--- config.mk ---
export PLATFORM = sky130hd
export DESIGN_NAME = autocorr_lag_sequencer
export DESIGN_NICKNAME = d
export VERILOG_FILES = /design/src/rtl/lpc_pkg.sv /design/src/rtl/autocorr_lag_counter.sv /design/src/rtl/autocorr_lag_sequencer.sv
export SDC_FILE = /design/constraint.sdc
export NUM_CORES = 1
export LEC_CHECK = 0
export CAP_MARGIN = 20
export CORE_UTILIZATION = 46
export DETAILED_ROUTE_END_ITERATION = 10
export GPL_TIMING_DRIVEN = 0
export PLACE_DENSITY = 0.74
export SYNTH_ARGS = -nofsm -noshare
export SYNTH_HDL_FRONTEND = slang
export SYNTH_SLANG_ARGS = --single-unit
--- constraint.sdc ---
create_clock -name clk -period 3.35 [get_ports clk]
set_input_delay 0.67 -clock clk [delete_from_list [all_inputs] [get_ports clk]]
set_output_delay 0.67 -clock clk [all_outputs]
set_load 0.05 [all_outputs]
--- src/rtl/lpc_pkg.sv ---
// Shared LPC front-end definitions: FSM states, frame/order defaults
// and the sweep length helper used by the autocorrelation blocks.
package lpc_pkg;

  typedef enum logic [1:0] {
    S_IDLE = 2'd0,
    S_RUN  = 2'd1,
    S_DONE = 2'd2
  } lag_state_e;

  localparam int LPC_FRAME_LEN = 160;
  localparam int LPC_ORDER     = 10;

  function automatic int lpc_total_cycles(
    input int frame_len,
    input int order,
    input bit full
  );
    if (full)
      return (order + 1) * frame_len;
    return (order + 1) * frame_len - (order * (order + 1)) / 2;
  endfunction

endpackage

--- src/rtl/autocorr_lag_counter.sv ---
// Sample index / lag counter for the autocorrelation sweep.
// AUTOCORR_FULL_SWEEP_EN starts every lag at n=0 instead of n=lag.
module autocorr_lag_counter
  import lpc_pkg::*;
#(
  parameter int FRAME_LEN = LPC_FRAME_LEN,
  parameter int ORDER     = LPC_ORDER,
  parameter int ADDR_W    = $clog2(FRAME_LEN),
  parameter int LAG_W     = $clog2(ORDER + 1)
) (
  input  logic              clk,
  input  logic              reset,
  input  logic              clear_i,
  input  logic              load_i,
  input  logic              adv_i,
  output logic [ADDR_W-1:0] n_nxt_o,
  output logic [LAG_W-1:0]  lag_nxt_o,
  output logic              last_n_o,
  output logic              last_lag_o
);

  localparam logic [ADDR_W-1:0] N_LAST = ADDR_W'(FRAME_LEN - 1);
  localparam logic [LAG_W-1:0]  L_LAST = LAG_W'(ORDER);

  logic [ADDR_W-1:0] n_q;
  logic [ADDR_W-1:0] n_d;
  logic [ADDR_W-1:0] nxt_start;
  logic [LAG_W-1:0]  lag_q;
  logic [LAG_W-1:0]  lag_d;
  logic [LAG_W-1:0]  lag_inc;

  assign last_n_o   = (n_q == N_LAST);
  assign last_lag_o = (lag_q == L_LAST);
  assign lag_inc    = lag_q + LAG_W'(1);

`ifdef AUTOCORR_FULL_SWEEP_EN
  assign nxt_start = '0;
`else
  assign nxt_start = ADDR_W'(lag_inc);
`endif

  always_comb begin
    n_d   = n_q;
    lag_d = lag_q;
    if (clear_i || load_i) begin
      n_d   = '0;
      lag_d = '0;
    end else if (adv_i) begin
      if (last_n_o) begin
        // Final lag wraps to zero so the counter idles clean.
        if (last_lag_o) begin
          n_d   = '0;
          lag_d = '0;
        end else begin
          n_d   = nxt_start;
          lag_d = lag_inc;
        end
      end else begin
        n_d = n_q + ADDR_W'(1);
      end
    end
  end

  always_ff @(posedge clk) begin
    if (reset) begin
      n_q   <= '0;
      lag_q <= '0;
    end else begin
      n_q   <= n_d;
      lag_q <= lag_d;
    end
  end

  assign n_nxt_o   = n_d;
  assign lag_nxt_o = lag_d;

endmodule

--- src/rtl/autocorr_lag_sequencer.sv ---
// LPC autocorrelation address/lag sequencer with start/done handshake.
// AUTOCORR_FULL_SWEEP_EN selects zero-padded full-frame lag sweeps.
module autocorr_lag_sequencer
  import lpc_pkg::*;
#(
  parameter int FRAME_LEN = LPC_FRAME_LEN,
  parameter int ORDER     = LPC_ORDER,
  parameter int ADDR_W    = $clog2(FRAME_LEN),
  parameter int LAG_W     = $clog2(ORDER + 1)
) (
  input  logic              clk,
  input  logic              reset,
  input  logic              start,
  input  logic              abort,
  input  logic              stall,
  output logic              ready,
  output logic              busy,
  output logic              done,
  output logic [ADDR_W-1:0] raddr_a,
  output logic [ADDR_W-1:0] raddr_b,
  output logic [LAG_W-1:0]  lag_idx,
  output logic              acc_clr,
  output logic              mac_valid,
  output logic [ORDER:0]    wsel
);

  localparam logic [ADDR_W-1:0] N_LAST = ADDR_W'(FRAME_LEN - 1);
  localparam logic [ORDER:0]    WS_ONE = {{ORDER{1'b0}}, 1'b1};

  lag_state_e state_q;
  lag_state_e state_d;

  logic              cnt_clr;
  logic              cnt_load;
  logic              cnt_adv;
  logic [ADDR_W-1:0] n_nxt;
  logic [LAG_W-1:0]  lag_nxt;
  logic              last_n;
  logic              last_lag;

  logic              ready_q, ready_d;
  logic              busy_q, busy_d;
  logic              done_q, done_d;
  logic [ADDR_W-1:0] ra_q, ra_d;
  logic [ADDR_W-1:0] rb_q, rb_d;
  logic [LAG_W-1:0]  lag_q, lag_d;
  logic              clr_q, clr_d;
  logic              vld_q, vld_d;
  logic [ORDER:0]    ws_q, ws_d;

  autocorr_lag_counter #(
    .FRAME_LEN(FRAME_LEN),
    .ORDER    (ORDER),
    .ADDR_W   (ADDR_W),
    .LAG_W    (LAG_W)
  ) u_cnt (
    .clk       (clk),
    .reset     (reset),
    .clear_i   (cnt_clr),
    .load_i    (cnt_load),
    .adv_i     (cnt_adv),
    .n_nxt_o   (n_nxt),
    .lag_nxt_o (lag_nxt),
    .last_n_o  (last_n),
    .last_lag_o(last_lag)
  );

  always_comb begin
    state_d  = state_q;
    cnt_clr  = abort;
    cnt_load = 1'b0;
    cnt_adv  = 1'b0;
    if (abort) begin
      state_d = S_IDLE;
    end else begin
      unique case (state_q)
        S_IDLE: begin
          if (start) begin
            state_d  = S_RUN;
            cnt_load = 1'b1;
          end
        end
        S_RUN: begin
          if (!stall) begin
            cnt_adv = 1'b1;
            if (last_n && last_lag)
              state_d = S_DONE;
          end
        end
        S_DONE:  state_d = S_IDLE;
        default: state_d = S_IDLE;
      endcase
    end
  end

  // Output registers hold the product for the pair the counter moves to.
  always_comb begin
    ready_d = (state_d == S_IDLE);
    busy_d  = (state_d == S_RUN);
    done_d  = (state_d == S_DONE);
    ra_d    = '0;
    rb_d    = '0;
    lag_d   = '0;
    clr_d   = 1'b0;
    vld_d   = 1'b0;
    ws_d    = '0;
    if (busy_d) begin
      ra_d  = n_nxt;
      lag_d = lag_nxt;
      if (n_nxt == N_LAST)
        ws_d = WS_ONE << lag_nxt;
`ifdef AUTOCORR_FULL_SWEEP_EN
      clr_d = (n_nxt == '0);
      if (n_nxt >= ADDR_W'(lag_nxt)) begin
        vld_d = 1'b1;
        rb_d  = n_nxt - ADDR_W'(lag_nxt);
      end
`else
      clr_d = (n_nxt == ADDR_W'(lag_nxt));
      vld_d = 1'b1;
      rb_d  = n_nxt - ADDR_W'(lag_nxt);
`endif
    end
  end

  always_ff @(posedge clk) begin
    if (reset) begin
      state_q <= S_IDLE;
      ready_q <= 1'b1;
      busy_q  <= 1'b0;
      done_q  <= 1'b0;
      ra_q    <= '0;
      rb_q    <= '0;
      lag_q   <= '0;
      clr_q   <= 1'b0;
      vld_q   <= 1'b0;
      ws_q    <= '0;
    end else begin
      state_q <= state_d;
      ready_q <= ready_d;
      busy_q  <= busy_d;
      done_q  <= done_d;
      ra_q    <= ra_d;
      rb_q    <= rb_d;
      lag_q   <= lag_d;
      clr_q   <= clr_d;
      vld_q   <= vld_d;
      ws_q    <= ws_d;
    end
  end

  assign ready     = ready_q;
  assign busy      = busy_q;
  assign done      = done_q;
  assign raddr_a   = ra_q;
  assign raddr_b   = rb_q;
  assign lag_idx   = lag_q;
  // Strobes are masked while stalled; the held pair re-issues them.
  assign acc_clr   = clr_q & ~stall;
  assign mac_valid = vld_q & ~stall;
  assign wsel      = stall ? '0 : ws_q;

endmodule

---- After elaboration in Yosys (flattened, before gate mapping) ----
Index checks and enable logic that the tools add are counted.
cells by class
  shift operators ......................... 1
  bitwise gates (word level) .............. 5
  reductions and logical operators ........ 6
  muxes and demuxes ....................... 21
  equality and inequality tests ........... 7
  $add $sub $neg .......................... 3
operators with widths
  operator                                                            count
  8-bit two-way mux                                                   3
  4-bit two-way mux                                                   5
  8-bit == test, second input constant                                2
  11-bit two-way mux                                                  1
  1-bit by 4-bit << shifter with 11-bit output, first input constant  1
  8-bit by 1-bit adder with 8-bit output, second input constant       1
  8-bit by 4-bit == test with 1-bit output                            1
  2-bit two-way mux                                                   4
  8-bit by 4-bit subtractor with 8-bit output                         1
  1-bit two-way mux                                                   7
  4-bit by 1-bit adder with 4-bit output, second input constant       1
  2-bit by 1-bit == test with 1-bit output, second input constant     2
  4-bit == test, second input constant                                1
  2-bit zero test                                                     2
  2-bit one-hot mux with 2 select lines                               1
  1-bit inverter                                                      3
  3-bit OR reduction                                                  1
  1-bit AND                                                           2
  2-bit == test, second input constant                                1
  2-bit OR reduction                                                  1
  1-bit logical AND                                                   1
  1-bit logical OR                                                    1
word-level totals
  output and inout port bits .............. 36
  logic and storage cells ................. 55
  register bits ........................... 50

---- Longest topological paths before layout ----
  word-level depth ........................ 9
  depth in mapped cells ................... 17
  depth with buffers taken out ............ 16

---- Modules after synthesis ----
Synthesis repeated with hierarchy kept, for this count alone.
unflattened totals
  cell total of the unflattened synthesis .. 226
  area, all modules ....................... 2175.8 um^2
modules (own cells, without submodules)
  module                  sequential area each (um^2)  cells each  area an instance (um^2)  instances
  autocorr_lag_sequencer  740.7                        139         1431.4                   1
  autocorr_lag_counter    240.2                        87          744.5                    1

---- Worst setup path after synthesis ----
Ideal clock, no wire load.
  path type ............................... input to register
  start ................................... input stall
  end ..................................... register rb_q[7] (netlist: raddr_b[7])
  path buffers ............................ 2
  setup time .............................. 0.131 ns
  cell stages on the path ................. 14
  setup slack ............................. -0.087 ns
  arrival ................................. 3.306 ns
  data required time ...................... 3.219 ns
  cells stage by stage .................... clkbuf_2 -> nor4b_4 -> and4_1 -> clkbuf_1 -> mux2i_1 -> nor2_1 -> inv_1 -> ha_1 -> a21o_1 -> a21o_1 -> a22oi_1 -> o21ai_0 -> o21ai_0 -> o31ai_1
between the ends
  longest elaborated chain between the ends .. 6
  elaborated cells on any way between the ends .. 14
RTL lines
  item                                                                                      line                           RTL
  start, declared                                                                           autocorr_lag_sequencer.sv:15   input logic stall,
  1-bit two-way mux / 2-bit two-way mux (equally long branches)                             autocorr_lag_sequencer.sv:84   if (!stall) begin
  1-bit two-way mux / 2-bit one-hot mux with 2 select lines (equally long branches)         autocorr_lag_sequencer.sv:76   unique case (state_q)
  1-bit two-way mux / 2-bit two-way mux (equally long branches)                             autocorr_lag_sequencer.sv:73   if (abort) begin
  8-bit two-way mux, or another cell as far along                                           autocorr_lag_counter.sv:48     end else if (adv_i) begin
  8-bit two-way mux, or another cell as far along                                           autocorr_lag_counter.sv:45     if (clear_i || load_i) begin
  8-bit by 4-bit subtractor with 8-bit output / 2-bit OR reduction (equally long branches)  n/a
  end signal, assigned                                                                      autocorr_lag_sequencer.sv:144  rb_q <= rb_d;
  end, declared                                                                             autocorr_lag_sequencer.sv:45   logic [ADDR_W-1:0] rb_q, rb_d;
Parallel ways exist; a longest one is shown, timed or not.
A chain may end at the register's enable or synchronous reset.

---- Worst setup path after layout ----
  start ................................... input start
  end ..................................... register rb_q[6] (netlist: raddr_b[6])
between the ends
  longest elaborated chain between the ends .. 6
  elaborated cells on any way between the ends .. 13
RTL lines
  item                                         line                           RTL
  start, declared                              autocorr_lag_sequencer.sv:13   input logic start,
  1-bit two-way mux                            autocorr_lag_sequencer.sv:78   if (start) begin
  1-bit two-way mux                            autocorr_lag_sequencer.sv:76
  1-bit two-way mux                            autocorr_lag_sequencer.sv:73
  1-bit logical OR                             autocorr_lag_counter.sv:45
  4-bit two-way mux                            autocorr_lag_counter.sv:45
  named net lag_nxt[0]                         autocorr_lag_sequencer.sv:37   logic [LAG_W-1:0] lag_nxt;
  8-bit by 4-bit subtractor with 8-bit output  autocorr_lag_sequencer.sv:121  rb_d = n_nxt - ADDR_W'(lag_nxt);
The timed path passes the listed nets, and every way through them passes these cells.

==> flow_summary.yaml <==
timing:
  rsz0062_at_grt: "yes"
  setup_viol: 0
  tightest_slew_ns: 0.672
  fin_crit_sh: 0.965
  fin_crit_ns: 3.23
  finClkSkew_ns: 0.0102
  slew_headroom: 0.549
  final-hold-violation-count: 0
  finalMaxSlewViolations: 0
  max_freq_mhz: 309
logic_synthesis:
  yosysSeqAreaShare: 0.443
  netlist_instances: 249
  syn_area_mm2: 0.00221
  yosysTopAreaCellShare: 0.443
  synth_top_family_by_area: "simple AND/OR/NAND/NOR gates"
  synth_top_cells_by_area: "dfxtp_1 (44%), nor2_1 (7.3%), nor2b_1 (4.5%)"
  synth_mux_area_frac: 0.0136
  synthXorXnorAreaFrac: 0.0277
  synth-simple-area-share: 0.316
  yosys.area_share.adder: 0.0475
  post_synth_num_cell_types: 54
  yosysWarnings: 0
  ys_dominant_reg_cell: "dfxtp_1"
  ys_ff_latch: 49
  synth_compound_area_frac: 0.106
  async_reset_ff_frac: 0
  synth_area_leader_cell: "dfxtp_1"
  syn-num-nets: 261
  synth-edff-count: 0
  avgSynthCellArea_um2: 8.89
drt:
  via_per_inst: 5.36
  wl_per_cell_um: 14.8
  ant_nets: 0
  route.detailed.drc: 3
  drt-initial-drc-count: 113
  vias: 1876
  wirelength_um: 5170
  drt-pass1-iter-count: 7
status:
  violations: "DRC"
  outcome: "complete, but fails checks"
power:
  power.density_mw_per_mm2: 376
  power.total_mw: 1.06
  irDropWorstVdd_uv: 215
  power.leakage_nw: 1.08
floorplan:
  die_w_um: 71.4
  dieHeight_um: 71.4
  rows: 24
  start_util: 0.492
  io_pins: 41
  coreArea_mm2: 0.00450
  die_area_mm2: 0.00510
global_routing:
  grt_overflow: 0
  grt_usage: 0.217
  grt_pass1_vias: 1747
  antenna_found_initial: 0
  grt_max_degree: 16
  grt_pass1_wl_um: 8590
hold_path:
  min_path_type: "reg -> reg"
cts:
  clk_pin_slew_ns: 0.09
  cts.htree.levels: 2
  cts_max_path_buffers: 2
  numCtsBuffers: 5
  cts-hold-fix-buffers: 0
  clock_latency_ns: 0.30
  cts_tree: "done"
  cts_sinks: 49
  ctsRootBufferMaster: "clkbuf_8"
layout:
  fin_cells: 350
  fill_cells: 395
  final_area_mm2: 0.00283
  drive_above_1_share: 0.111
  diodes: 0
  nets: 310
  syn2layout_area_growth_pct: 27.9
place:
  placed_cells: 339
  hpwl_um: 3650
  io_buffers: 38
  gp_congestion: 0.854
  placed_cell_area_mm2: 0.00266
worst_setup_path:
  cp_data_required_time_ns: 3.58
  ff2ff_setup_slack_ns: 0.17
  worstPathArrival_ns: 3.47
  crit_fanout: 10
  critPathCaptureType: "register"
  crit_type: "in -> reg"
  cp-start-kind: "primary input"
run:
  max_cap_viol_count: 0
[per-stage QoR]
step	hold WS, ns	utilization	worst slack, ns	setup TNS, ns
after floorplan	0.539	-	0.0513	0
after CTS	0.620	0.620	0.0730	0
after global routing	0.671	0.629	-0.0834	-0.383
after global placement	0.603	0.591	-0.452	-2.94
after detailed placement	0.606	0.591	-0.524	-3.08
final	0.634	0.629	0.116	0
[where the power goes]
group          leakage (nW)  internal [mW]  switching [mW]
clock                0.0546          0.221           0.197
combinational         0.628         0.0199          0.0388
sequential            0.395          0.585         0.00205
total                  1.08          0.826           0.238
[state kept, by name, indices dropped and copies added (netlist names)]
signal       flops
ws_q            11
raddr_a          8
raddr_b          8
u_cnt.n_q        8
lag_idx          4
u_cnt.lag_q      4
state_q          2
busy             1
clr_q            1
done             1
ready            1
[routing by layer]
metal	track usage	vias up	wire, um
met4	0.0667	0	58
li1	-	948	-
met3	0.0366	8	243
met5	0	-	0
met1	0.302	876	2490
met2	0.345	44	2370
[cell usage after synthesis, drive strengths merged (2+ instances only)]
library cell	number
dfxtp	49
nor3	9
xnor2	4
or3b	2
or3	2
clkbuf	8
inv	13
o211ai	6
nor2b	16
nand4	6
nor2	43
nand3b	2
and4	2
o21a	2
mux2i	3
nor4	3
or4b	2
o21ai	7
a21o	3
ha	6
a21oi	5
and3	3
buf	3
and2	5
xor2	3
nor4bb	2
nand3	4
nand2	17
[worst max-delay path, stage by stage]
cell and delay (ns):
clkdlybuf4s50_1 0.42, nor3b_2 0.19, nor2_1 0.40, nand2_1 0.35, inv_1 0.13, ha_1 0.14, inv_1 0.06, fa_1 0.40
a21oi_1 0.19, maj3_1 0.25, nand4_1 0.10, a21oi_1 0.17
[cell families (layout without fill, tap and decap cells)]
kind of cell | after synthesis | count (layout)
AOI/OAI and AO/OA | 34 | 34
buffers and inverters | 24 | 73
and+or+nand+nor | 124 | 124
muxes | 3 | 3
DFF | 49 | 49
adders and majority gates | 8 | 8
xor gates and xnor gates | 7 | 7
[placed cells by master (no fill, tap or decap), types with 2 or more instances in the layout]
| cell type | instances |
|---|---|
| a21o_1 | 3 |
| a21oi_1 | 5 |
| and2_1 | 4 |
| and3_1 | 3 |
| and4_1 | 2 |
| buf_2 | 2 |
| buf_4 | 6 |
| clkbuf_1 | 3 |
| clkbuf_2 | 3 |
| clkbuf_8 | 5 |
| clkdlybuf4s50_1 | 38 |
| dfxtp_1 | 49 |
| ha_1 | 6 |
| inv_1 | 12 |
| mux2i_1 | 3 |
| nand2_1 | 17 |
| nand3_1 | 4 |
| nand3b_1 | 2 |
| nand4_1 | 5 |
| nor2_1 | 42 |
| nor2b_1 | 16 |
| nor3_1 | 9 |
| nor4_4 | 2 |
| nor4bb_1 | 2 |
| o211ai_1 | 6 |
| o21a_1 | 2 |
| o21ai_0 | 4 |
| o21ai_1 | 3 |
| or3b_2 | 2 |
| xnor2_1 | 4 |
| xor2_1 | 3 |
[what timing repair did]
item	in CTS	in global routing
gates cloned	0	0
resized for setup	3	5
setup endpoints to repair	5	9
endpoints found under the hold margin	0	0
pin swaps	1	2
setup buffers	1	4
[final cells by class]
cell class              instances  area (um2)  area share
well taps                      52        65.1      0.0230
multi-input cells             176        1160       0.409
repair buffers                 43         418       0.148
flip-flops and latches         49         981       0.346
clock inverters                 2        38.8      0.0137
inverters                      13        48.8      0.0172
plain buffers                  10        55.1      0.0194
clock buffers                   5        68.8      0.0243
[worst paths after layout]
check                       from          to  depth (start not counted)
hold reg to reg   u_cnt.lag_q[3]        done                          2
setup reg to reg    u_cnt.n_q[3]  raddr_b[7]                         15
hold / removal    u_cnt.lag_q[3]        done                          2
setup / recovery           start  raddr_b[6]                         12
No activity file was read; power rests on OpenSTA's default activity.
